===== src/rtl/ssd_scan_n.sv =====
// ssd_scan_n: N-digit multiplexed seven-segment scan controller.
// Hex nibbles, decimal points and per-digit enables are loaded into a shadow
// register and copied to the active set at each frame boundary. Every digit gets
// a 2^SLOT_W-cycle slot. A 16-level PWM gates each slot. Cathodes and anodes
// are active-low and registered.
// Optional feature: define SSD_LZS_EN to enable leading-zero suppression.
module ssd_scan_n #(
    parameter int unsigned DIGITS = 4,
    parameter int unsigned SLOT_W = 16
) (
    input  logic                  clk,
    input  logic                  rst,
    input  logic                  load,
    input  logic [4*DIGITS-1:0]   value_in,
    input  logic [DIGITS-1:0]     dp_in,
    input  logic [DIGITS-1:0]     digit_en_in,
    input  logic [3:0]            bright,
    output logic [6:0]            seg,
    output logic                  dp_n,
    output logic [DIGITS-1:0]     an,
    output logic                  frame_done
);

    localparam int unsigned IdxW = (DIGITS > 1) ? $clog2(DIGITS) : 1;
    localparam logic [IdxW-1:0] LastIdx = IdxW'(DIGITS - 1);

    logic [SLOT_W-1:0]   slot_cnt_q, slot_cnt_d;
    logic [IdxW-1:0]     idx_q, idx_d;
    logic [4*DIGITS-1:0] shadow_val_q, shadow_val_d;
    logic [DIGITS-1:0]   shadow_dp_q, shadow_dp_d;
    logic [DIGITS-1:0]   shadow_en_q, shadow_en_d;
    logic [4*DIGITS-1:0] active_val_q, active_val_d;
    logic [DIGITS-1:0]   active_dp_q, active_dp_d;
    logic [DIGITS-1:0]   active_en_q, active_en_d;
    logic [6:0]          seg_q, seg_d;
    logic                dp_n_q, dp_n_d;
    logic [DIGITS-1:0]   an_q, an_d;
    logic                frame_done_q, frame_done_d;

    logic                slot_end;
    logic                boundary;
    logic                lit;
    logic [3:0]          cur_nib;

    // Hex to active-low abcdefg.
    function automatic logic [6:0] decode(input logic [3:0] n);
        logic [6:0] s;
        case (n)
            4'h0: s = 7'b0000001;
            4'h1: s = 7'b1001111;
            4'h2: s = 7'b0010010;
            4'h3: s = 7'b0000110;
            4'h4: s = 7'b1001100;
            4'h5: s = 7'b0100100;
            4'h6: s = 7'b0100000;
            4'h7: s = 7'b0001111;
            4'h8: s = 7'b0000000;
            4'h9: s = 7'b0000100;
            4'hA: s = 7'b0001000;
            4'hB: s = 7'b1100000;
            4'hC: s = 7'b0110001;
            4'hD: s = 7'b1000010;
            4'hE: s = 7'b0110000;
            default: s = 7'b0111000;
        endcase
        return s;
    endfunction

    // Scan position, double-buffer transfer and frame strobe.
    always_comb begin
        slot_end     = &slot_cnt_q;
        boundary     = slot_end && (idx_q == LastIdx);
        slot_cnt_d   = slot_cnt_q + 1'b1;
        idx_d        = idx_q;
        if (slot_end) begin
            idx_d = (idx_q == LastIdx) ? '0 : idx_q + 1'b1;
        end
        shadow_val_d = shadow_val_q;
        shadow_dp_d  = shadow_dp_q;
        shadow_en_d  = shadow_en_q;
        if (load) begin
            shadow_val_d = value_in;
            shadow_dp_d  = dp_in;
            shadow_en_d  = digit_en_in;
        end
        // Active takes the pre-load shadow, so a load on the boundary shows next frame.
        active_val_d = active_val_q;
        active_dp_d  = active_dp_q;
        active_en_d  = active_en_q;
        if (boundary) begin
            active_val_d = shadow_val_q;
            active_dp_d  = shadow_dp_q;
            active_en_d  = shadow_en_q;
        end
        frame_done_d = boundary;
    end

`ifdef SSD_LZS_EN
    logic [DIGITS-1:0] zero_from;
    logic              zero_run;

    // zero_from[k] is set when nibbles k..DIGITS-1 are all zero.
    always_comb begin
        zero_from = '0;
        zero_run  = 1'b1;
        for (int k = int'(DIGITS) - 1; k >= 0; k--) begin
            zero_run     = zero_run && (active_val_q[4*k +: 4] == 4'h0);
            zero_from[k] = zero_run;
        end
    end
`endif

    // Next cathode/anode pattern from the current scan position.
    always_comb begin
        seg_d   = 7'h7F;
        dp_n_d  = 1'b1;
        an_d    = '1;
        cur_nib = active_val_q[{idx_q, 2'b00} +: 4];
        lit     = active_en_q[idx_q] && (slot_cnt_q[SLOT_W-1 -: 4] <= bright);
        if (lit) begin
            an_d[idx_q] = 1'b0;
            seg_d       = decode(cur_nib);
            dp_n_d      = ~active_dp_q[idx_q];
`ifdef SSD_LZS_EN
            // Suppressed digit keeps its anode only to show a requested dp.
            if ((idx_q != '0) && zero_from[idx_q]) begin
                seg_d = 7'h7F;
                if (!active_dp_q[idx_q]) begin
                    an_d = '1;
                end
            end
`endif
        end
    end

    // State and output registers with synchronous reset.
    always_ff @(posedge clk) begin
        if (rst) begin
            slot_cnt_q   <= '0;
            idx_q        <= '0;
            shadow_val_q <= '0;
            shadow_dp_q  <= '0;
            shadow_en_q  <= '0;
            active_val_q <= '0;
            active_dp_q  <= '0;
            active_en_q  <= '0;
            seg_q        <= 7'h7F;
            dp_n_q       <= 1'b1;
            an_q         <= '1;
            frame_done_q <= 1'b0;
        end else begin
            slot_cnt_q   <= slot_cnt_d;
            idx_q        <= idx_d;
            shadow_val_q <= shadow_val_d;
            shadow_dp_q  <= shadow_dp_d;
            shadow_en_q  <= shadow_en_d;
            active_val_q <= active_val_d;
            active_dp_q  <= active_dp_d;
            active_en_q  <= active_en_d;
            seg_q        <= seg_d;
            dp_n_q       <= dp_n_d;
            an_q         <= an_d;
            frame_done_q <= frame_done_d;
        end
    end

    assign seg        = seg_q;
    assign dp_n       = dp_n_q;
    assign an         = an_q;
    assign frame_done = frame_done_q;

endmodule


===== config.mk =====
export PLATFORM = sky130hd
export DESIGN_NAME = ssd_scan_n
export DESIGN_NICKNAME = d
export VERILOG_FILES = /design/src/rtl/ssd_scan_n.sv
export SDC_FILE = /design/constraint.sdc
export NUM_CORES = 1
export LEC_CHECK = 0
export CAP_MARGIN = 10
export CORE_MARGIN = 4
export CORE_UTILIZATION = 55
export CTS_CLUSTER_SIZE = 30
export DETAILED_ROUTE_END_ITERATION = 16
export HOLD_SLACK_MARGIN = 0.05
export PLACE_DENSITY_LB_ADDON = 0.1
export SYNTH_ARGS = -nofsm -noshare
export SYNTH_HDL_FRONTEND = slang
export SYNTH_SLANG_ARGS = --single-unit

===== constraint.sdc =====
create_clock -name clk -period 2.62 [get_ports clk]
set_clock_uncertainty 0.05 [all_clocks]
set_input_delay 0.655 -clock clk [delete_from_list [all_inputs] [get_ports clk]]
set_output_delay 0.655 -clock clk [all_outputs]
set_load 0.01 [all_outputs]

# After elaboration in Yosys (flattened, before gate mapping)
# Memory sizes are Yosys's and may differ from the RTL's. A register that Yosys moved wholly into a read port is not among the register bits.
# Index checks and enable logic that the tools add are counted.
# classes
n_lt_le_gt_ge	3
n_reduce_logical	5
n_eq_ne	1
n_addsub	2
shifts	1
bitwise_logic	3
mux	7
# op_table
cell	n
16-bit by 1-bit adder with 16-bit output (second input constant)	1
16-bit AND reduction	1
16-bit by 5-bit variable part select with 4-bit output	1
1-bit binary-select mux with 2-bit select	2
4-bit less-or-equal comparator	1
4-bit inverter	1
1-bit logical AND	3
2-bit by 3-bit less-than comparator with 1-bit output (second input constant)	1
1-bit 2-to-1 mux	3
2-bit by 1-bit adder with 2-bit output (second input constant)	1
1-bit demux with 2-bit select	1
2-bit == test (second input constant)	1
2-bit by 1-bit >= comparator with 1-bit output (second input constant)	1
2-bit 2-to-1 mux	1
1-bit inverter	2
2-bit OR reduction	1
# word_totals
mem_count	1
wordCells	34
inputBits	31
output_inout_bits	13
ff_bits	72
rom_bits	112
# mem_list
name	depth	width	rd	rd_clocked_by_memory_dff	write_ports	line	text
(name not given)	16	7	1	1	0	48	case (n)

# Logic depth before layout (Yosys ltp)
# logic_depth
word_depth	5
ltp_mapped	9
mapped_depth_nobuf	8

# Worst setup path after synthesis
# OpenSTA, ideal clock, no wires.
# synth_timing
path_kind	register to register
from	register idx_q[1]
to	register seg_q[6], in the netlist seg[6]
required_time_ps	2451
setup_ps	119
n_path_buf	1
path_stages_with_launch	8
setup_slack_ps	490
synth_period_minus_slack_ps	2130
t_arrival_ps	1961
cell_sequence	dfxtp_1 > buf_2 > mux4_2 > ha_1 > mux2_2 > o221ai_1 > a32o_1 > nand2_1
# synth_via
elab_chain_len	5
word_cells_on_any_way	6
cone_classes	1 x shift; 2 x mux; 1 x bitwise; 2 x reduce/logical
# synth_lines
item	line	text
start, declared	28	logic [IdxW-1:0] idx_q, idx_d;
start signal, assigned	153	idx_q <= idx_d;
1-bit binary-select mux with 2-bit select	119	lit = active_en_q[idx_q] && (slot_cnt_q[SLOT_W-1 -: 4] <= bright);
1-bit 2-to-1 mux (not written as such)	119	
1-bit logical AND	119	
1-bit inverter (no source line)	-	
2-bit OR reduction (no source line)	-	
end, declared	35	logic [6:0] seg_q, seg_d;
# Several ways; a longest one is shown, not always the timed one. The select of a mux whose other input is x is not followed.
# A chain may end at the register's enable or synchronous reset.

# Worst setup path after layout
# Same ends and word-level chain as after synthesis.

==> Flow_metrics.wiki <==
{| class="wikitable"
! Metric !! Value
|-
| Run status || finished clean
|-
| Register-to-register path setup slack || about 0.40 ns
|-
| Aggregate negative setup slack || 0 ns
|-
| Final Slew Violations || 0
|-
| Number of library cell types mapped by synthesis || 37
|-
| Total overflow reported by the global router || 0
|-
| Flop and latch count out of synthesis || between 70 and 80
|-
| Number of diodes added for antenna fixing || 0
|-
| Floorplan core area || ~0.006 mm2
|-
| H-tree depth || 3
|-
| Global Route Usage Sum || between 15 and 20%
|-
| Resized Gates After CTS || 0
|-
| Gate Count Post-Synth || about 360
|-
| Drt pass-1 iters || 4
|-
| DRT antenna net count || 0
|-
| Max-cap violations || 0
|-
| Vias in the first global route || 2319
|-
| Wire length of the first global-routing pass || roughly 11000 um
|-
| DRC marker count from the first detailed-route iteration || about 120
|-
| Maximum VDD drop || about 0.4 mV
|-
| Die height || between 80 and 90 um
|-
| CP endpoint kind || register
|-
| Maximum number of pins on one net before global-route repair || 69
|-
| Share of post-route cells with drive strength above 1 || roughly an eighth
|-
| Summed instance area of the synthesized netlist || 0.00343 mm2
|-
| Tightest Pin Transition || roughly 0.45 ns
|-
| Boundary pin count || 44
|-
| Crit path max-delay family || multiplexers
|-
| Register clock-pin slew on the reported worst setup and hold paths || approximately 0.070 ns
|-
| Synthesis Warnings || 0
|-
| Switching fraction of total power || 20.4%
|-
| Worst path bufs/invs || 1
|-
| Ordered cell list for the critical path || mux4_2 > inv_1 > ha_1 > mux2_2 > o221ai_1 > a32o_1 > nand2_1
|-
| Buffers inserted by post-CTS timing repair || 0
|-
| Number of remaining DRC errors || 0
|-
| Hold Vio Cnt, Final || 0
|-
| Clock network fraction of design power || between 40% and 50%
|-
| Mean instance size in the synthesized netlist || ~9.5 um2
|-
| Post-detailed-route via-to-cell ratio || 5.30
|-
| Setup violation total in the final timing report || 0
|-
| Worst path required time || 2.86 ns
|-
| Worst max-slew margin expressed relative to the limit || between 60% and 70%
|-
| Post-Layout Inst Area || 0.00412 mm2
|-
| Die area || approximately 0.0076 mm2
|-
| Reg-to-reg endpoint || seg[6]$_SDFF_PP1_
|-
| Post-route core utilization || approximately 69%
|-
| Crit path largest cell delay || roughly 0.63 ns
|-
| Gpl congestion || 0.761
|-
| Final min period || roughly 2.2 ns
|-
| Number of buffers added on ports || between 40 and 50
|-
| Clock tree from TritonCTS || done
|-
| Switching pwr || slightly below 500 uW
|-
| Number of cells after detailed placement || ~460
|-
| Element type at the critical path start || register
|-
| Relative contribution of combinational cells to total power || 5.2%
|-
| Pwr per Cell Area || ~570 mW/mm2
|-
| Total clock buffers created by CTS || 9
|-
| Worst Hold Endpoint || active_val_q[5]$_SDFFE_PP0P_
|-
| Reg2Reg Depth || 7
|-
| Critical path arrival || around 2.5 ns
|-
| Initial antenna violation count || 0
|-
| Portion of the post-synthesis area used by sequential elements || 46.2%
|-
| Clock sink count || just under 80
|-
| Class of the most critical hold timing path || register to register
|-
| Crit-path max FO || 7
|-
| Category of the most critical setup path || register to register
|-
| Hold path depth || 2
|-
| Hold-fix buffer count after cts || 0
|-
| Die W || between 80 and 90 um
|-
| Per-cell routed wire length || around 13 um
|-
| # fillers || between 400 and 500
|-
| Synth Net Count || 405
|-
| Reg-to-Reg Start || idx_q[1]$_SDFFE_PP0P_
|-
| Maximum buffer depth of the clock tree || 2
|-
| Launch instance of the worst min-delay path || active_val_q[5]$_SDFFE_PP0P_
|-
| Internal power || approximately 1900 uW
|-
| Period Utilization, post-route || between 80% and 90%
|-
| Final nets || about 450
|-
| Worst-skew pair later-pin latency || approximately 0.35 ns
|-
| Final wirelength || about 6300 um
|-
| Clock Root Buffer || clkbuf_8
|-
| Number of rows in the core area || 28
|-
| Cell Area, Placed || ~0.004 mm2
|-
| Placed wire-length estimate after detailed placement || around 4300 um
|-
| Fmax || between 0.4 and 0.5 GHz
|-
| Number of vias after detailed routing || approximately 2.5k
|-
| Leakage || approximately 0.0016 uW
|-
| Non-Filler Instances || 480
|-
| Cell with the largest stage delay on the worst path || mux4_2
|-
| Synthesis-to-layout area growth || 20.3%
|-
| Starting density of the core || 57.2%
|-
| RSZ-0062 raised after global routing || no
|-
| Flop pwr share || between 50% and 60%
|}
-- power groups by stage --
stage	clock, uW	sequential (uW)	combinational (uW)
after global routing	1080	1240	135
final	1000	1240	123
after floorplan	0	1260	67.3
after detailed placement	0	1270	123
after CTS	1030	1240	124
after global placement	0	1270	120
-- layout by cell type, fill, tap and decap left out, drive strengths merged, types with 2 or more instances in the layout --
cell / count
ha: 15
clkbuf: 13
nand4: 5
nor3: 3
nand3: 7
clkdlybuf4s50: 42
nor2: 46
xnor2: 8
nand2b: 3
o21ai: 4
and3: 3
mux2: 3
o221ai: 4
a21oi: 29
mux4: 5
bufinv: 2
dfxtp: 79
nand2: 63
xor2: 8
mux2i: 29
and4: 3
inv: 11
buf: 9
-- tightest hold or removal path, stage by stage, from the launching register on --
cell and delay [ns]:
dfxtp_1 0.31, nand2_1 0.05, a21oi_1 0.05
-- worst max path at each step --
stage | start | to | slack [ns] | depth (start not counted)
global placement | bright[3] | seg[4]$_SDFF_PP1_ | 0.36 | 8
floorplan | idx_q[1]$_SDFFE_PP0P_ | seg[6]$_SDFF_PP1_ | 0.49 | 7
finish | idx_q[1]$_SDFFE_PP0P_ | seg[6]$_SDFF_PP1_ | 0.40 | 7
detailed placement | bright[3] | seg[1]$_SDFF_PP1_ | 0.33 | 8
global route | idx_q[1]$_SDFFE_PP0P_ | seg[6]$_SDFF_PP1_ | 0.28 | 7
CTS | idx_q[1]$_SDFFE_PP0P_ | seg[6]$_SDFF_PP1_ | 0.44 | 7
-- metal layers --
layer / vias to the layer above / share of wire, % / track usage, %
met5: - / 0 / 0
met4: 0 / 1.6 / 7.51
met3: 12 / 5.2 / 5.30
met2: 58 / 44 / 26.8
met1: 1185 / 49 / 24.2
li1: 1291 / - / -
-- flip-flops by register name (all words and copies together), names as in the netlist --
name / cells
an: 4
shadow_val_q: 16
active_val_q: 16
frame_done: 1
shadow_en_q: 4
idx_q: 2
seg: 7
active_dp_q: 4
shadow_dp_q: 4
active_en_q: 4
slot_cnt_q: 16
dp_n: 1
-- synthesized netlist by cell type, drive strengths merged --
master  count  area share (%)
nor4b       1            0.26
o221ai      4             1.0
mux2i      29             8.5
nor4bb      1            0.29
dfxtp      79              46
o311ai      1            0.26
mux4        5             3.3
ha         15             5.5
inv        11             1.2
a32o        1            0.29
a31oi       1            0.18
buf        14             2.8
a21oi      29             6.4
xnor2       8             2.0
nor3        3            0.44
o21ai       4            0.58
nand4       5            0.91
nand2b      3            0.55
a211oi      1            0.22
o211a       1            0.29
nand3       7             1.0
xor2        8             2.0
o211ai      1            0.22
mux2        3            0.99
and4        3            0.91
nor2       46             5.0
nor2b       1            0.18
o31ai       1            0.22
and3        3            0.55
nand2      63             6.9
clkbuf      7            0.77
-- metrics by stage --
step | setup slack (ns) | power [uW] | hold WS, ns
after floorplan | 0.490 | 1330 | 0.379
after global placement | 0.357 | 1390 | 0.389
after detailed placement | 0.333 | 1390 | 0.399
after CTS | 0.437 | 2390 | 0.408
after global routing | 0.282 | 2450 | 0.424
final | 0.396 | 2370 | 0.407
-- kinds of logic (layout without fill, tap and decap cells) --
group	after synthesis	count (layout)	synth area share [%]
flip-flops	79	79	46.2
multiplexers	37	37	12.7
AND/OR/NAND/NOR	136	136	17.1
buffers and inverters	32	78	4.75
AO/OA/AOI/OAI	44	44	9.72
adder cells (fa/ha/maj)	15	15	5.48
XOR/XNOR	16	16	4.09
-- area by class of cell --
type | instances | area [um2] | share of cell area, %
Sequential cell | 79 | 1580 | 38.4
Timing Repair Buffer | 51 | 498 | 12.1
Clock buffer | 13 | 159 | 3.86
Inverter | 11 | 41.3 | 1.00
Multi-Input combinational cell | 248 | 1680 | 40.8
Clock inverter | 3 | 65.1 | 1.58
Tap cell | 75 | 93.8 | 2.28
No activity file was read; power rests on OpenSTA's default activity.
